`src/rtl/alarm_pkg.sv`:
```
// Shared types for the alarm siren sequencer: state encoding and its width.
package alarm_pkg;

  localparam int STATE_W = 3;

  typedef enum logic [STATE_W-1:0] {
    ST_DISARMED = 3'd0,
    ST_ARMING   = 3'd1,
    ST_ARMED    = 3'd2,
    ST_ENTRY    = 3'd3,
    ST_SOUNDING = 3'd4,
    ST_LATCHED  = 3'd5
  } state_t;

endpackage

```
`src/rtl/alarm_siren_ctrl_if.sv`:
```
// Control/status bundle between the alarm system and the siren sequencer.
// master: the side that drives enable/alarm_in; slave: the sequencer.
interface alarm_siren_ctrl_if import alarm_pkg::*; ();

  logic               enable;
  logic               alarm_in;
  logic               siren;
  logic               armed_led;
  logic               tripped;
  logic [STATE_W-1:0] state;

  modport master (
    output enable,
    output alarm_in,
    input  siren,
    input  armed_led,
    input  tripped,
    input  state
  );

  modport slave (
    input  enable,
    input  alarm_in,
    output siren,
    output armed_led,
    output tripped,
    output state
  );

endinterface

```
`src/rtl/alarm_timer.sv`:
```
// Loadable down-counter that stops at zero; load has priority over dec.
module alarm_timer #(
  parameter int W = 4
) (
  input  logic         clk,
  input  logic         rst_n,
  input  logic         load,
  input  logic [W-1:0] load_val,
  input  logic         dec,
  output logic         zero
);

  logic [W-1:0] cnt_q;

  // Count register: load wins, decrement only while nonzero (no wrap).
  always_ff @(posedge clk) begin
    if (!rst_n) begin
      cnt_q <= '0;
    end else if (load) begin
      cnt_q <= load_val;
    end else if (dec && (cnt_q != '0)) begin
      cnt_q <= cnt_q - 1'b1;
    end
  end

  assign zero = (cnt_q == '0);

endmodule

```
`src/rtl/alarm_siren_ctrl.sv`:
```
// Alarm siren sequencer: exit delay, entry delay, time-limited siren and a
// sticky tripped flag. Optional macro ALARM_STROBE_EN pulses the siren with
// a STROBE_HALF-cycle half-period instead of driving it steady.
module alarm_siren_ctrl import alarm_pkg::*; #(
  parameter int EXIT_CYCLES  = 8,
  parameter int ENTRY_CYCLES = 6,
  parameter int SIREN_CYCLES = 16,
  parameter int STROBE_HALF  = 2
) (
  input  logic               clk,
  input  logic               rst_n,
  alarm_siren_ctrl_if.slave  bus
);

  localparam int MAX_CYC = (EXIT_CYCLES > ENTRY_CYCLES)
                         ? ((EXIT_CYCLES > SIREN_CYCLES) ? EXIT_CYCLES : SIREN_CYCLES)
                         : ((ENTRY_CYCLES > SIREN_CYCLES) ? ENTRY_CYCLES : SIREN_CYCLES);
  localparam int TW = $clog2(MAX_CYC) + 1;

  // A state loaded with N-1 lasts N cycles: it leaves on the edge where the
  // timer reads zero.
  localparam logic [TW-1:0] EXIT_LD  = TW'(EXIT_CYCLES - 1);
  localparam logic [TW-1:0] ENTRY_LD = TW'(ENTRY_CYCLES - 1);
  localparam logic [TW-1:0] SIREN_LD = TW'(SIREN_CYCLES - 1);

  state_t          state_q, state_d;
  logic            t_load, t_dec, t_zero;
  logic [TW-1:0]   t_val;
  logic            siren_q, siren_d;
  logic            armed_q, armed_d;
  logic            tripped_q, tripped_d;
  logic            enter_snd;

  alarm_timer #(.W(TW)) u_timer (
    .clk      (clk),
    .rst_n    (rst_n),
    .load     (t_load),
    .load_val (t_val),
    .dec      (t_dec),
    .zero     (t_zero)
  );

  // Next-state and timer control; disarm overrides everything.
  always_comb begin
    state_d = ST_DISARMED;
    t_load  = 1'b0;
    t_val   = '0;
    t_dec   = 1'b0;
    if (!bus.enable) begin
      state_d = ST_DISARMED;
      t_load  = 1'b1;
    end else begin
      case (state_q)
        ST_DISARMED: begin
          state_d = ST_ARMING;
          t_load  = 1'b1;
          t_val   = EXIT_LD;
        end
        ST_ARMING: begin
          if (t_zero) begin
            state_d = ST_ARMED;
          end else begin
            state_d = ST_ARMING;
            t_dec   = 1'b1;
          end
        end
        ST_ARMED: begin
          if (bus.alarm_in) begin
            state_d = ST_ENTRY;
            t_load  = 1'b1;
            t_val   = ENTRY_LD;
          end else begin
            state_d = ST_ARMED;
          end
        end
        ST_ENTRY: begin
          if (t_zero) begin
            state_d = ST_SOUNDING;
            t_load  = 1'b1;
            t_val   = SIREN_LD;
          end else begin
            state_d = ST_ENTRY;
            t_dec   = 1'b1;
          end
        end
        ST_SOUNDING: begin
          if (t_zero) begin
            state_d = ST_LATCHED;
          end else begin
            state_d = ST_SOUNDING;
            t_dec   = 1'b1;
          end
        end
        ST_LATCHED: begin
          // Re-trigger skips the entry delay.
          if (bus.alarm_in) begin
            state_d = ST_SOUNDING;
            t_load  = 1'b1;
            t_val   = SIREN_LD;
          end else begin
            state_d = ST_LATCHED;
          end
        end
        default: begin
          state_d = ST_DISARMED;
          t_load  = 1'b1;
        end
      endcase
    end
  end

  assign enter_snd = (state_d == ST_SOUNDING) && (state_q != ST_SOUNDING);

`ifdef ALARM_STROBE_EN
  localparam int SW = $clog2(STROBE_HALF) + 1;
  localparam logic [SW-1:0] PH_LAST = SW'(STROBE_HALF - 1);

  logic [SW-1:0] ph_cnt_q, ph_cnt_d;
  logic          ph_lvl_q, ph_lvl_d;

  // Strobe phase: restart high on entry to SOUNDING, flip every STROBE_HALF cycles.
  always_comb begin
    ph_cnt_d = '0;
    ph_lvl_d = 1'b0;
    if (state_d == ST_SOUNDING) begin
      if (enter_snd) begin
        ph_cnt_d = '0;
        ph_lvl_d = 1'b1;
      end else if (ph_cnt_q == PH_LAST) begin
        ph_cnt_d = '0;
        ph_lvl_d = ~ph_lvl_q;
      end else begin
        ph_cnt_d = ph_cnt_q + 1'b1;
        ph_lvl_d = ph_lvl_q;
      end
    end
  end

  // Strobe phase registers.
  always_ff @(posedge clk) begin
    if (!rst_n) begin
      ph_cnt_q <= '0;
      ph_lvl_q <= 1'b0;
    end else begin
      ph_cnt_q <= ph_cnt_d;
      ph_lvl_q <= ph_lvl_d;
    end
  end

  assign siren_d = (state_d == ST_SOUNDING) && ph_lvl_d;
`else
  // Steady siren; the strobe period has no effect in this build.
  logic unused_strobe_half;
  assign unused_strobe_half = ^STROBE_HALF;
  assign siren_d = (state_d == ST_SOUNDING);
`endif

  // Output values computed from the next state so the registers line up with it.
  always_comb begin
    armed_d   = state_d inside {ST_ARMED, ST_ENTRY, ST_SOUNDING, ST_LATCHED};
    tripped_d = 1'b0;
    if (state_d != ST_DISARMED) begin
      tripped_d = tripped_q || enter_snd;
    end
  end

  // State and registered outputs.
  always_ff @(posedge clk) begin
    if (!rst_n) begin
      state_q   <= ST_DISARMED;
      siren_q   <= 1'b0;
      armed_q   <= 1'b0;
      tripped_q <= 1'b0;
    end else begin
      state_q   <= state_d;
      siren_q   <= siren_d;
      armed_q   <= armed_d;
      tripped_q <= tripped_d;
    end
  end

  assign bus.siren     = siren_q;
  assign bus.armed_led = armed_q;
  assign bus.tripped   = tripped_q;
  assign bus.state     = state_q;

endmodule

```
`src/flat_wrapper.sv`:
```
// flat-port wrapper written by rule: the top's interface ports become plain ports
module alarm_siren_ctrl_flat import alarm_pkg::*;
#(
  parameter int EXIT_CYCLES  = 8,
  parameter int ENTRY_CYCLES = 6,
  parameter int SIREN_CYCLES = 16,
  parameter int STROBE_HALF  = 2
)
  (clk, rst_n, bus_enable, bus_alarm_in, bus_siren, bus_armed_led, bus_tripped, bus_state);
  alarm_siren_ctrl_if bus_i ();
  input  logic clk;
  input  logic rst_n;
  input wire logic [$bits(bus_i.enable)-1:0] bus_enable;
  input wire logic [$bits(bus_i.alarm_in)-1:0] bus_alarm_in;
  output wire logic [$bits(bus_i.siren)-1:0] bus_siren;
  output wire logic [$bits(bus_i.armed_led)-1:0] bus_armed_led;
  output wire logic [$bits(bus_i.tripped)-1:0] bus_tripped;
  output wire logic [$bits(bus_i.state)-1:0] bus_state;
  assign bus_i.enable = bus_enable;
  assign bus_i.alarm_in = bus_alarm_in;
  assign bus_siren = bus_i.siren;
  assign bus_armed_led = bus_i.armed_led;
  assign bus_tripped = bus_i.tripped;
  assign bus_state = bus_i.state;
  alarm_siren_ctrl #(.EXIT_CYCLES(EXIT_CYCLES), .ENTRY_CYCLES(ENTRY_CYCLES), .SIREN_CYCLES(SIREN_CYCLES), .STROBE_HALF(STROBE_HALF)) u_core (.clk(clk), .rst_n(rst_n), .bus(bus_i));
endmodule
```
`config.mk`:
```
export PLATFORM = sky130hd
export DESIGN_NAME = alarm_siren_ctrl_flat
export DESIGN_NICKNAME = d
export VERILOG_FILES = /design/src/rtl/alarm_pkg.sv /design/src/rtl/alarm_siren_ctrl_if.sv /design/src/rtl/alarm_timer.sv /design/src/rtl/alarm_siren_ctrl.sv /design/src/flat_wrapper.sv
export SDC_FILE = /design/constraint.sdc
export NUM_CORES = 1
export LEC_CHECK = 0
export ABC_CLOCK_PERIOD_IN_PS = 3300
export CAP_MARGIN = 20
export CORE_AREA = 8 8 45 47
export CTS_BUF_LIST = sky130_fd_sc_hd__clkbuf_4 sky130_fd_sc_hd__clkbuf_8
export CTS_CLUSTER_DIAMETER = 60
export CTS_CLUSTER_SIZE = 28
export DETAILED_ROUTE_END_ITERATION = 10
export DIE_AREA = 0 0 53 55
export PLACE_DENSITY = 0.75
export RECOVER_POWER = 50
export SYNTH_ARGS = -nofsm -noshare
export SYNTH_HDL_FRONTEND = slang
export SYNTH_SLANG_ARGS = --single-unit
```
`constraint.sdc`:
```
create_clock -name clk -period 3.3 [get_ports clk]
set_input_delay 0.66 -clock clk [delete_from_list [all_inputs] [get_ports clk]]
set_output_delay 0.66 -clock clk [all_outputs]
set_load 0.01 [all_outputs]
```
* After elaboration in Yosys (flattened, before gate mapping)
Index checks and enable logic that the tools add are counted.
** Storage, ports and cells
- Bits in registers :: 11
- Input port bits :: 4
- Output and inout bits :: 6
- Word-level logic and storage cells :: 50
** Operators by class
- Add/subtract/negate cells :: 1
- Eq/ne operators :: 10
- Muxes and demuxes :: 21
- Reductions and logical operators :: 13
** Operators by type and width (number)
- $pmux 5 s4 :: 1
- $pmux 3 s6 :: 1
- $mux 5 :: 3
- $eq 3x2->1 const B :: 4
- $eq 3x3->1 const B :: 4
- $mux 1 :: 9
- $mux 3 :: 3
- $mux 4 :: 2
- $logic_not 5->1 :: 1
- $reduce_bool 5->1 :: 1
- $sub 5x1->5 const B :: 1
- $reduce_bool 4->1 :: 1
- $reduce_or 2->1 :: 2
- $eq 3x1->1 const B :: 1
- $logic_not 3->1 :: 1
- $ne 3x3->1 const B :: 1
- $pmux 1 s3 :: 1
- $reduce_bool 3->1 :: 1
- $reduce_or 3->1 :: 1
- $logic_and 1x1->1 :: 2
- $mux 2 :: 1
- $reduce_and 2->1 :: 1
- $reduce_bool 2->1 :: 1
- $logic_or 1x1->1 :: 1

* Depth between registers and ports, before layout
Gate-level depths: netlist (run 1).
- Depth after elaboration :: 7
- Gate-level depth with buffers :: 8
- Gate-level depth less buffers :: 7

* Cells and area by module
A second synthesis (run 1) with hierarchy kept.
** Unflattened totals
- Cell total of the unflattened synthesis :: 80
- Area total of the unflattened synthesis :: 685.7 µm²
** By module, submodules not included
- alarm_siren_ctrl :: instances 1, cells each 43, area an instance 386.6 µm², sequential area each 120.1 µm²
- alarm_timer :: instances 1, cells each 37, area an instance 299.0 µm², sequential area each 100.1 µm²

* Least setup slack after synthesis (run 1)
Ideal clock, no wire load.
- Kind :: input to register
- Start point :: in bus_alarm_in
- End point :: reg u_core.u_timer.cnt_q[1]
- Setup time :: 115 ps
- Data arrival time :: 1759 ps
- Slack :: 1427 ps
- Cell stages on the path :: 6
- Buffers on the path :: 1
- Cells stage by stage :: inv_1 > nor2_1 > or4_1 > buf_4 > o31a_1 > o21a_1
** On the way
- Word-level cells in the longest chain between the ends :: 4
- Elaborated cells on any way between the ends :: 8
- Those cells by class :: 7 x mux; 1 x reduce/logical
** RTL lines
- start: declaration :: line flat_wrapper.sv:14 : input wire logic [$bits(bus_i.alarm_in)-1:0] bus_alarm_in;
- $mux 4 or $mux 1 (tied branches) :: line alarm_siren_ctrl.sv:96, alarm_siren_ctrl.sv:68
- $pmux 5 s4 or $pmux 1 s3 (tied branches) :: line alarm_siren_ctrl.sv:53 : case (state_q)
- $mux 5 or $mux 1 (tied branches) :: line alarm_siren_ctrl.sv:49 : if (!bus.enable) begin
- $mux 5 or $reduce_bool 2->1 (tied branches)
- end signal: assignment :: line alarm_timer.sv:20 : cnt_q <= load_val;
- end signal: assignment :: line alarm_timer.sv:22 : cnt_q <= cnt_q - 1'b1;
- end: declaration :: line alarm_timer.sv:13 : logic [W-1:0] cnt_q;
Several ways; a longest one is shown, not always the timed one.
A chain may end at the register's enable or synchronous reset.

* Worst setup path in the final report (run 1)
- Start point :: reg u_core.state_q[0] (netlist: u_core.bus.state[0])
- End point :: out bus_state[0]
** RTL lines
- start: declaration :: line alarm_siren_ctrl.sv:26 : state_t state_q, state_d;
- start signal: assignment :: line alarm_siren_ctrl.sv:175 : state_q <= state_d;
- end: declaration :: line flat_wrapper.sv:18 : output wire logic [$bits(bus_i.state)-1:0] bus_state;
No word-level cell between the ends.

==> impl_metrics.yaml, run 1 <==
yosys:
  synth-edff-count: 0
  avgSynthCellArea_sq_um: 8.08
  synth_cell_types: 31
  ys_warn_count: 0
  yosys_register_bits: 11
  synth-seq-area-share: 0.313
  synth_nets: 93
  synth-main-ff-cell: "dfxtp_1"
  syn_area_sq_um: 703
  async_flop_share: 0
  synthCells: 87
placement:
  gp_congestion: 0.908
  port_buffers: 9
  hpwl_um: 1150
worst_setup_path:
  critical_path.endpoint_type: "output port"
  cp_max_fo: 16
  cpPeakStageDelay_ns: 0.68
  path_buf_inv: 1
  slowest_stage: "dfxtp_1"
  cp.required_ns: 2.64
  cp_cell_sequence: "clkdlybuf4s50_1"
  start_kind: "register"
  critical_path_class: "register to output port"
  rrSetupSlack_ns: 1.15
  crit_family: "flip-flops"
  timing.critical_path.arrival_ns: 1.61
floorplan:
  start_util: 0.508
  die-area_sq_um: 2920
  chipHeight_um: 55
  coreArea_sq_um: 1380
  placementRows: 14
  ios: 10
  die_w_um: 53
clocking:
  cts.hold.buffers_added: 0
  cts_root_buf: "clkbuf_4"
  clock_latency_ns: 0.28
  ctsHtreeMaxLevel: 1
  max-clock-path-buffers: 2
  cts_resized: 0
  clk_pin_slew_ns: 0.07
  numCtsBuffers: 3
  cts_tree: "done"
  cts_setup_buffers: 0
  cts_sinks: 11
route:
  wl_per_cell_um: 14.2
  via_per_inst: 6.11
  drc: 0
  postRouteAntennaNets: 0
  via_count: 684
  dr.pass1.iters: 5
  drtIter0Drc: 25
  wl_um: 1590
sta:
  fin_skew_ns: 0.000274
  grt_setup_unrepaired: "false"
  setup_tns_ns: 0
  fmax_mhz: 440
  period_needed_ns: 2.27
  relSlewSlack: 0.435
  finalCritPeriodShare: 0.688
  slew_violations: 0
  hold_viol_final: 0
  worst_slew_pin_slew_ns: 0.836
  timing.hold.ws_ns: 0.480
  setup_viol: 0
final_layout:
  drive_gt1_frac: 0.0417
  ff_latch_area_sq_um: 220
  nets: 103
  syn_to_final_growth_pct: 14.9
  multi_input_comb_area_sq_um: 429
  diodes: 0
  n_fill_cell: 132
grt:
  grt_overflow_total: 0
  grt_max_degree: 18
  grt_antenna_before_repair: 0
  grt_pass1_vias: 630
  track_usage: 0.123
  grt_pass1_wl_um: 2680
power_and_ir_drop:
  p_leak_nw: 0.304
  ir_worst_vdd_uv: 198
  p_per_area_nw_per_um2: 394
run_status:
  status: "complete, no violations"
run:
  max-cap-violations: 0
worst_hold_path:
  min_path_type: "register to register"
final timing paths:
path                                         startpoint                  to  cells after the start
worst max-delay path                u_core.bus.state[0]        bus_state[0]                      1
worst max register to register  u_core.u_timer.cnt_q[0]  u_core.bus.tripped                      6
worst min register to register       u_core.bus.tripped  u_core.bus.tripped                      2
worst min-delay path                 u_core.bus.tripped  u_core.bus.tripped                      2
Yosys cell counts, types with 3 or more instances:
master / number / share of area
a21oi_1: 8 / 0.057
a221oi_1: 4 / 0.050
dfxtp_1: 11 / 0.31
inv_1: 5 / 0.027
nand2_1: 5 / 0.027
nand2b_1: 5 / 0.044
nor2_1: 10 / 0.053
nor3_1: 3 / 0.021
o21a_1: 3 / 0.032
o21ai_0: 3 / 0.021
routing by layer:
| metal | track usage | wire, um | up-vias | part of all wire |
|---|---|---|---|---|
| li1 | - | - | 335 | - |
| met1 | 0.132 | 714 | 319 | 0.45 |
| met2 | 0.211 | 731 | 26 | 0.46 |
| met3 | 0.0321 | 108 | 4 | 0.068 |
| met4 | 0.0776 | 31 | 0 | 0.020 |
| met5 | 0 | 0 | - | 0 |
placed cells by master, fill, tap and decap left out, types with 2 or more instances in the layout:
master / count
clkbuf_4: 4
o21a_1: 3
clkdlybuf4s50_1: 6
o21ai_1: 2
o21bai_1: 2
a21oi_1: 8
o221a_1: 2
a221oi_1: 4
nor2_1: 10
nand3_1: 2
dfxtp_1: 11
nor2b_1: 2
nand2b_1: 5
dlygate4sd3_1: 3
nor3_1: 3
nand2_1: 5
mux2i_1: 2
ha_1: 2
o21ai_0: 3
inv_1: 5
worst reg2reg max path: cells and delay by family, from the launching register on:
kind            cells  cell delay (ns)
simple gates        1             0.69
flops               1             0.34
fa+ha+maj           1             0.16
buf+inv             1             0.09
compound gates      3             0.75
power breakdown:
part | leakage (nW) | total, mW | switching (mW) | internal (mW)
logic | 0.196 | 0.0669 | 0.0358 | 0.0311
registers | 0.0899 | 0.149 | 0.0102 | 0.139
clock network | 0.0184 | 0.102 | 0.0469 | 0.0552
sequential cells by signal, indices dropped and copies added (netlist names):
register / count
u_core.bus.siren: 1
u_core.bus.armed_led: 1
u_core.bus.state: 3
u_core.u_timer.cnt_q: 5
u_core.bus.tripped: 1
layout make-up:
type,count,share of cell area
inverter,5,0.0232
clock buffer,4,0.0372
tap,16,0.0248
sequential,11,0.272
timing repair buffer,9,0.111
multi-input combinational,67,0.531
kinds of logic after synthesis:
logic type / synth area share
adder cells (fa/ha/maj): 0.0356
AND/OR/NAND/NOR: 0.249
multiplexers: 0.0285
buffers and inverters: 0.0623
XOR/XNOR: 0.0249
AO/OA/AOI/OAI: 0.286
flip-flops: 0.313
stage by stage:
step	instances	setup slack (ns)	area, sq um	utilization	power, mW
after global routing	112	0.827	808	0.584	0.338
after detailed placement	108	0.800	788	0.570	0.221
after floorplan	87	1.43	703	-	0.202
final	112	1.03	808	0.584	0.318
after CTS	112	1.03	818	0.591	0.325
after global placement	108	0.842	788	0.570	0.220
Note: power is estimated with default switching activity, not from simulation.
==> run 2, diff against run 1 <==
--- a/config.mk
+++ b/config.mk
@@ -5,7 +5,7 @@
 export SDC_FILE = /design/constraint.sdc
 export NUM_CORES = 1
 export LEC_CHECK = 0
-export ABC_CLOCK_PERIOD_IN_PS = 3300
+export ABC_CLOCK_PERIOD_IN_PS = 2200
 export CAP_MARGIN = 20
 export CORE_AREA = 8 8 45 47
 export CTS_BUF_LIST = sky130_fd_sc_hd__clkbuf_4 sky130_fd_sc_hd__clkbuf_8
==> constraint.sdc (replaced) <==
create_clock -name clk -period 2.2 [get_ports clk]
set_input_delay 0.44 -clock clk [delete_from_list [all_inputs] [get_ports clk]]
set_output_delay 0.44 -clock clk [all_outputs]
set_load 0.01 [all_outputs]
==> run 2 against run 1 <==
  * Hold slack got worse by 0.0023 ns
  * Sequential share of layout area decreased by 1.3 points
  * Via count is 0.44% higher
  * Non-clock buffer count grew 5
  * Sequential cell count unchanged
  * First-iteration DRC count down 44%
  * Global-route usage grew 0.69 points
  * Core utilization increased by 3.0 points
  * Critical endpoint is now bus_state[2]
  * Largest power group unchanged
==> impl_metrics.yaml, run 2 (synthesis gave the netlist of run 1 again) <==
clocking:
  numCtsBuffers: 3
  cts_setup_buffers: 0
  cts_sinks: 11
  cts_root_buf: "clkbuf_4"
  cts.hold.buffers_added: 0
  cts_resized: 0
  cts_tree: "done"
  max-clock-path-buffers: 2
  ctsHtreeMaxLevel: 1
  clk_pin_slew_ns: 0.07
  clock_latency_ns: 0.28
power_and_ir_drop:
  p_clk_frac: 0.322
  ir_worst_vdd_uv: 319
  pwr-share-comb: 0.228
  swShare: 0.293
  p_per_area_nw_per_um2: 574
  pwr-share-seq: 0.450
  p_leak_nw: 0.330
  power_switching_uw: 143
  power.total_uw: 487
  power.internal_uw: 344
floorplan:
  chipHeight_um: 55
  die-area_sq_um: 2920
  coreArea_sq_um: 1380
  placementRows: 14
  die_w_um: 53
  start_util: 0.508
  ios: 10
route:
  via_count: 687
  dr.pass1.iters: 4
  via_per_inst: 5.87
  wl_per_cell_um: 13.6
  drc: 0
  drtIter0Drc: 14
  postRouteAntennaNets: 0
  wl_um: 1590
sta:
  setup_tns_ns: 0
  timing.hold.ws_ns: 0.478
  worst_slew_pin_slew_ns: 0.569
  grt_setup_unrepaired: "false"
  setup_viol: 0
  slew_violations: 0
  hold_viol_final: 0
  relSlewSlack: 0.620
  fin_skew_ns: 0.00250
  period_needed_ns: 2.05
  fmax_mhz: 488
  finalCritPeriodShare: 0.931
grt:
  grt_antenna_before_repair: 0
  grt_pass1_vias: 603
  grt_overflow_total: 0
  grt_max_degree: 18
  grt_pass1_wl_um: 2750
  track_usage: 0.130
final_layout:
  top_register: "u_core.u_timer.cnt_q"
  n_fill_cell: 128
  final_common_cell: "dfxtp_1"
  syn_to_final_growth_pct: 20.8
  nets: 108
  fin_area_sq_um: 850
  largest_register_ff_count: 5
  multi_input_comb_area_sq_um: 435
  ff_latch_area_sq_um: 220
  diodes: 0
  drive_gt1_frac: 0.0990
  final_cell_mix: "11 x dfxtp_1, 10 x nor2_1, 8 x a21oi_1"
worst_setup_path:
  rrSetupSlack_ns: 0.21
  r2r_end: "u_core.u_timer.cnt_q[3]"
  critical_path.endpoint_type: "output port"
  cp_max_fo: 17
  reg2reg_from: "u_core.u_timer.cnt_q[0]"
  slowest_stage: "dfxtp_1"
  rr_worst_depth: 8
  cp.required_ns: 1.76
  cpPeakStageDelay_ns: 0.68
  cp_cell_sequence: "clkdlybuf4s50_1"
  path_buf_inv: 1
  critical_path_class: "register to output port"
  crit_family: "flip-flops"
  start_kind: "register"
  timing.critical_path.arrival_ns: 1.61
run:
  max-cap-violations: 0
placement:
  placed_area_sq_um: 826
  port_buffers: 9
  gp_congestion: 0.831
  hpwl_um: 1170
worst_hold_path:
  min_path_type: "register to register"
  hp-start: "u_core.bus.tripped"
  whs_path_depth: 2
  whs_endpoint: "u_core.bus.tripped"
run_status:
  status: "complete, no violations"
[run 2: cell count changes in the layout (fill, tap and decap cells not counted), sizes merged]
cell    before  now
buf          0    4
clkbuf       4    5
[run 2: final cells by class]
| cell class | instances | share of cell area |
|---|---|---|
| flip-flops and latches | 11 | 0.259 |
| well taps | 16 | 0.0236 |
| clock buffers | 4 | 0.0353 |
| multi-input cells | 67 | 0.513 |
| inverters | 5 | 0.0221 |
| repair buffers | 14 | 0.147 |
[run 2: worst max-delay path by stage]
stage	start	endpoint	slack, ns	cells past startpoint
after floorplan	u_core.u_timer.cnt_q[0]	u_core.u_timer.cnt_q[1]	0.33	8
after global placement	bus_alarm_in	u_core.u_timer.cnt_q[2]	0.13	7
after detailed placement	bus_alarm_in	u_core.u_timer.cnt_q[2]	0.13	7
after CTS	u_core.bus.state[2]	bus_state[2]	0.15	1
after global routing	u_core.u_timer.cnt_q[0]	u_core.u_timer.cnt_q[2]	0.04	8
final	u_core.bus.state[2]	bus_state[2]	0.15	1
[run 2: power by group through the flow]
stage | registers, mW | clock network, mW | logic, mW
finish | 0.219 | 0.157 | 0.111
global placement | 0.224 | 0 | 0.113
floorplan | 0.223 | 0 | 0.0799
detailed placement | 0.224 | 0 | 0.116
CTS | 0.219 | 0.160 | 0.115
global route | 0.221 | 0.170 | 0.126
[run 2: stage by stage]
stage | setup WS, ns | std cells | util
6_report | 0.152 | 117 | 0.614
2_1_floorplan | 0.333 | 87 | -
5_1_grt | 0.0443 | 117 | 0.614
3_5_place_dp | 0.135 | 113 | 0.597
4_1_cts | 0.150 | 117 | 0.618
3_3_place_gp | 0.133 | 113 | 0.597
[run 2: metal layers]
layer | track usage | part of all wire | vias to the layer above
met2 | 0.209 | 0.48 | 21
li1 | - | - | 346
met3 | 0.0401 | 0.063 | 5
met4 | 0.0776 | 0.026 | 0
met1 | 0.148 | 0.43 | 315
met5 | 0 | 0 | -
==> RTL change 1 (flow settings as in run 2) <==
`EXIT_CYCLES` is set to 8 in 2 places; all go to 4.
--- a/src/rtl/alarm_siren_ctrl.sv
+++ b/src/rtl/alarm_siren_ctrl.sv
@@ -2,7 +2,7 @@
 // sticky tripped flag. Optional macro ALARM_STROBE_EN pulses the siren with
 // a STROBE_HALF-cycle half-period instead of driving it steady.
 module alarm_siren_ctrl import alarm_pkg::*; #(
-  parameter int EXIT_CYCLES  = 8,
+  parameter int EXIT_CYCLES  = 4,
   parameter int ENTRY_CYCLES = 6,
   parameter int SIREN_CYCLES = 16,
   parameter int STROBE_HALF  = 2
--- a/src/flat_wrapper.sv
+++ b/src/flat_wrapper.sv
@@ -1,7 +1,7 @@
 // flat-port wrapper written by rule: the top's interface ports become plain ports
 module alarm_siren_ctrl_flat import alarm_pkg::*;
 #(
-  parameter int EXIT_CYCLES  = 8,
+  parameter int EXIT_CYCLES  = 4,
   parameter int ENTRY_CYCLES = 6,
   parameter int SIREN_CYCLES = 16,
   parameter int STROBE_HALF  = 2
Behaviour: not the same (a bounded check fails within 10 cycles, from zero or initial values and one cycle with rst_n low).
==> RTL change 1 against run 2 <==
Routed wire length up 1.3%. Sequential cell count unchanged. Cell count down 7.7%. Area after synthesis up 2.7%. Setup slack worse by 0.028 ns. Design area down 1.3%. Total power down 0.77%. Critical path depth unchanged. Critical path type unchanged. Critical endpoint is now bus_state[0].
==> RTL change 1: results <==
{
  "outcome": "finished clean",
  "grt_pass1_wl_mm": 2.77,
  "p_leak_nw": 0.316,
  "syn-num-nets": 90,
  "hpwl_mm": 1.14,
  "reg2reg_depth": 7,
  "startpoint": "u_core.bus.state[0]",
  "worst-endpoint-arrival_ns": 1.64,
  "gp_congestion": 0.883,
  "nMultiInputCombCells": 63,
  "layout.nonclk_buf_share_pct": 11.6,
  "grt_max_degree": 19,
  "route.vias.total": 647,
  "ys_seq_area_share_pct": 30.5,
  "synth_compound_area_share_pct": 34.1,
  "synthMuxAreaShare_pct": 1.39,
  "r2r_end": "u_core.bus.state[0]",
  "drt-initial-drc-count": 15,
  "wl_mm": 1.61,
  "ir_worst_vdd_mv": 0.549,
  "drive_gt1_share_pct": 9.78,
  "slowest_delay_ns": 0.71,
  "multi_input_area_um2": 455,
  "synth_fa_ha_area_share_pct": 3.47,
  "layout.nets": 99,
  "synth.area.top_cells": "dfxtp_1 31%, a21oi_1 4.9%, o21ai_0 4.2%",
  "cp-endpoint": "bus_state[0]",
  "grt_usage_pct": 12.9,
  "synth.distinct_cells": 40
}
-- RTL change 1: report_power, final --
group / switching (mW) / internal, mW
clock network: 0.0654 / 0.0825
logic: 0.0591 / 0.0526
registers: 0.0162 / 0.208
total: 0.141 / 0.343
-- RTL change 1: stage by stage --
stage | worst slack, ns | instance area (um2) | total power [mW] | hold WS, ns | cells
final | 0.124 | 838 | 0.484 | 0.489 | 108
after global routing | 0.0194 | 838 | 0.513 | 0.544 | 108
after CTS | 0.116 | 838 | 0.486 | 0.499 | 108
after detailed placement | 0.188 | 808 | 0.338 | 0.482 | 104
after global placement | 0.218 | 808 | 0.338 | 0.497 | 104
after floorplan | 0.482 | 722 | 0.312 | 0.494 | 84
-- RTL change 1: layer usage --
layer,GRT usage [%],share of wire (%)
met1,15.7,48
met2,19.3,45
met3,4.01,4.6
met4,7.76,2.5
met5,0,0
==> RTL change 2 (settings of run 2) <==
Made on the original files. Add a define of `ALARM_STROBE_EN`.
--- a/src/rtl/alarm_siren_ctrl.sv
+++ b/src/rtl/alarm_siren_ctrl.sv
@@ -1,6 +1,8 @@
 // Alarm siren sequencer: exit delay, entry delay, time-limited siren and a
 // sticky tripped flag. Optional macro ALARM_STROBE_EN pulses the siren with
 // a STROBE_HALF-cycle half-period instead of driving it steady.
+`define ALARM_STROBE_EN
+
 module alarm_siren_ctrl import alarm_pkg::*; #(
   parameter int EXIT_CYCLES  = 8,
   parameter int ENTRY_CYCLES = 6,
Check against the original RTL: same outputs for any inputs over 10 cycles, from zero or initial values and one cycle with rst_n low; that may be too few to reach the edited logic, so the function may still have changed.
==> RTL change 2 against run 2 <==
Cell count increased by 6.0%. Combinational power decreased by 14%. Total power increased by 5.9%. Area after synthesis increased by 10%. Clock skew increased by 0.00099 ns. Routed wire length increased by 1.7%. Sequential cell count increased by 2. Fmax about the same. Via count increased by 4.9%. Core utilization increased by 5.8 points. Design area increased by 9.4%. First-iteration DRC count decreased by 36%. Setup slack got worse by 0.0019 ns. Register-to-register slack about the same. Critical path type unchanged. Largest cell class unchanged.
==> RTL change 2: results <==
{
  "outcome": "finished clean",
  "hpwl_mm": 1.24,
  "layout.nets": 116,
  "drive_gt1_share_pct": 11.1,
  "fill_cells": 131,
  "ys_seq_area_share_pct": 33.5,
  "worst_pin_slew_ns": 0.557,
  "placed_area_um2": 898,
  "crit_fanout": 19,
  "syn-num-nets": 102,
  "r2r_end": "u_core.ph_cnt_q[1]",
  "grt_pass1_vias": 688,
  "avgSynthCellArea_um2": 8.17,
  "ir_worst_vdd_mv": 0.441,
  "clock_latency_ns": 0.28,
  "hold_ws_ns": 0.433,
  "wl_mm": 1.62,
  "reg2reg_depth": 7,
  "synth_xor_xnor_area_share_pct": 3.39,
  "pre_cts_ws_ns": -0.0455,
  "routedWlPerCell_um": 13.0,
  "fin_skew_ns": 0.00349,
  "multi_input_area_um2": 480,
  "drt-initial-drc-count": 9,
  "largest_reg_flops": 5,
  "max_flop_register": "u_core.u_timer.cnt_q",
  "via_per_inst": 5.81,
  "worst-endpoint-arrival_ns": 1.61,
  "gp_congestion": 0.804,
  "grt_usage_pct": 13.4,
  "finalCriticalPeriod_ns": 2.05,
  "synth.area.top_cells": "dfxtp_1 34%, nor2_1 5.8%, ha_1 4.8%"
}
-- RTL change 2: worst min-delay path by stage --
stage / from / end / depth (start not counted)
final: u_core.ph_cnt_q[0] / u_core.ph_cnt_q[0] / 1
after global routing: u_core.ph_cnt_q[0] / u_core.ph_cnt_q[0] / 1
after CTS: u_core.ph_cnt_q[0] / u_core.ph_cnt_q[0] / 1
after detailed placement: u_core.ph_cnt_q[0] / u_core.ph_cnt_q[0] / 1
after global placement: u_core.ph_cnt_q[0] / u_core.ph_cnt_q[0] / 1
after floorplan: u_core.ph_cnt_q[0] / u_core.ph_cnt_q[0] / 1
-- RTL change 2: logic make-up (layout without fill, tap and decap cells) --
| group | after synthesis | in the layout |
|---|---|---|
| and+or+nand+nor | 40 | 40 |
| buffers and inverters | 10 | 23 |
| adders and majority gates | 3 | 3 |
| xor gates and xnor gates | 3 | 3 |
| DFF | 13 | 13 |
| AOI/OAI and AO/OA | 26 | 26 |
-- RTL change 2: where the power goes --
part | internal, mW | total (mW) | switching, mW
clock network | 0.0828 | 0.164 | 0.0817
logic | 0.0472 | 0.0953 | 0.0481
registers | 0.244 | 0.256 | 0.0127
total | 0.374 | 0.516 | 0.143
-- RTL change 2: metal layers --
metal	vias to the layer above	wire, um	track usage (%)
met5	-	0	0
met2	7	826	22.7
met3	2	60	4.28
met1	342	705	15.2
li1	370	-	-
met4	0	25	5.60
-- RTL change 2: area by class of cell --
type	instances	share of cell area, %
inverter	6	2.42
timing repair buffer	13	12.5
multi-input combinational	72	51.7
clock buffer	4	3.23
sequential	13	28.0
tap	16	2.15
-- RTL change 2: repair_timing --
action	CTS	global route
gates resized for setup	0	2
endpoints found under the hold margin	0	0
setup endpoints to repair	0	2
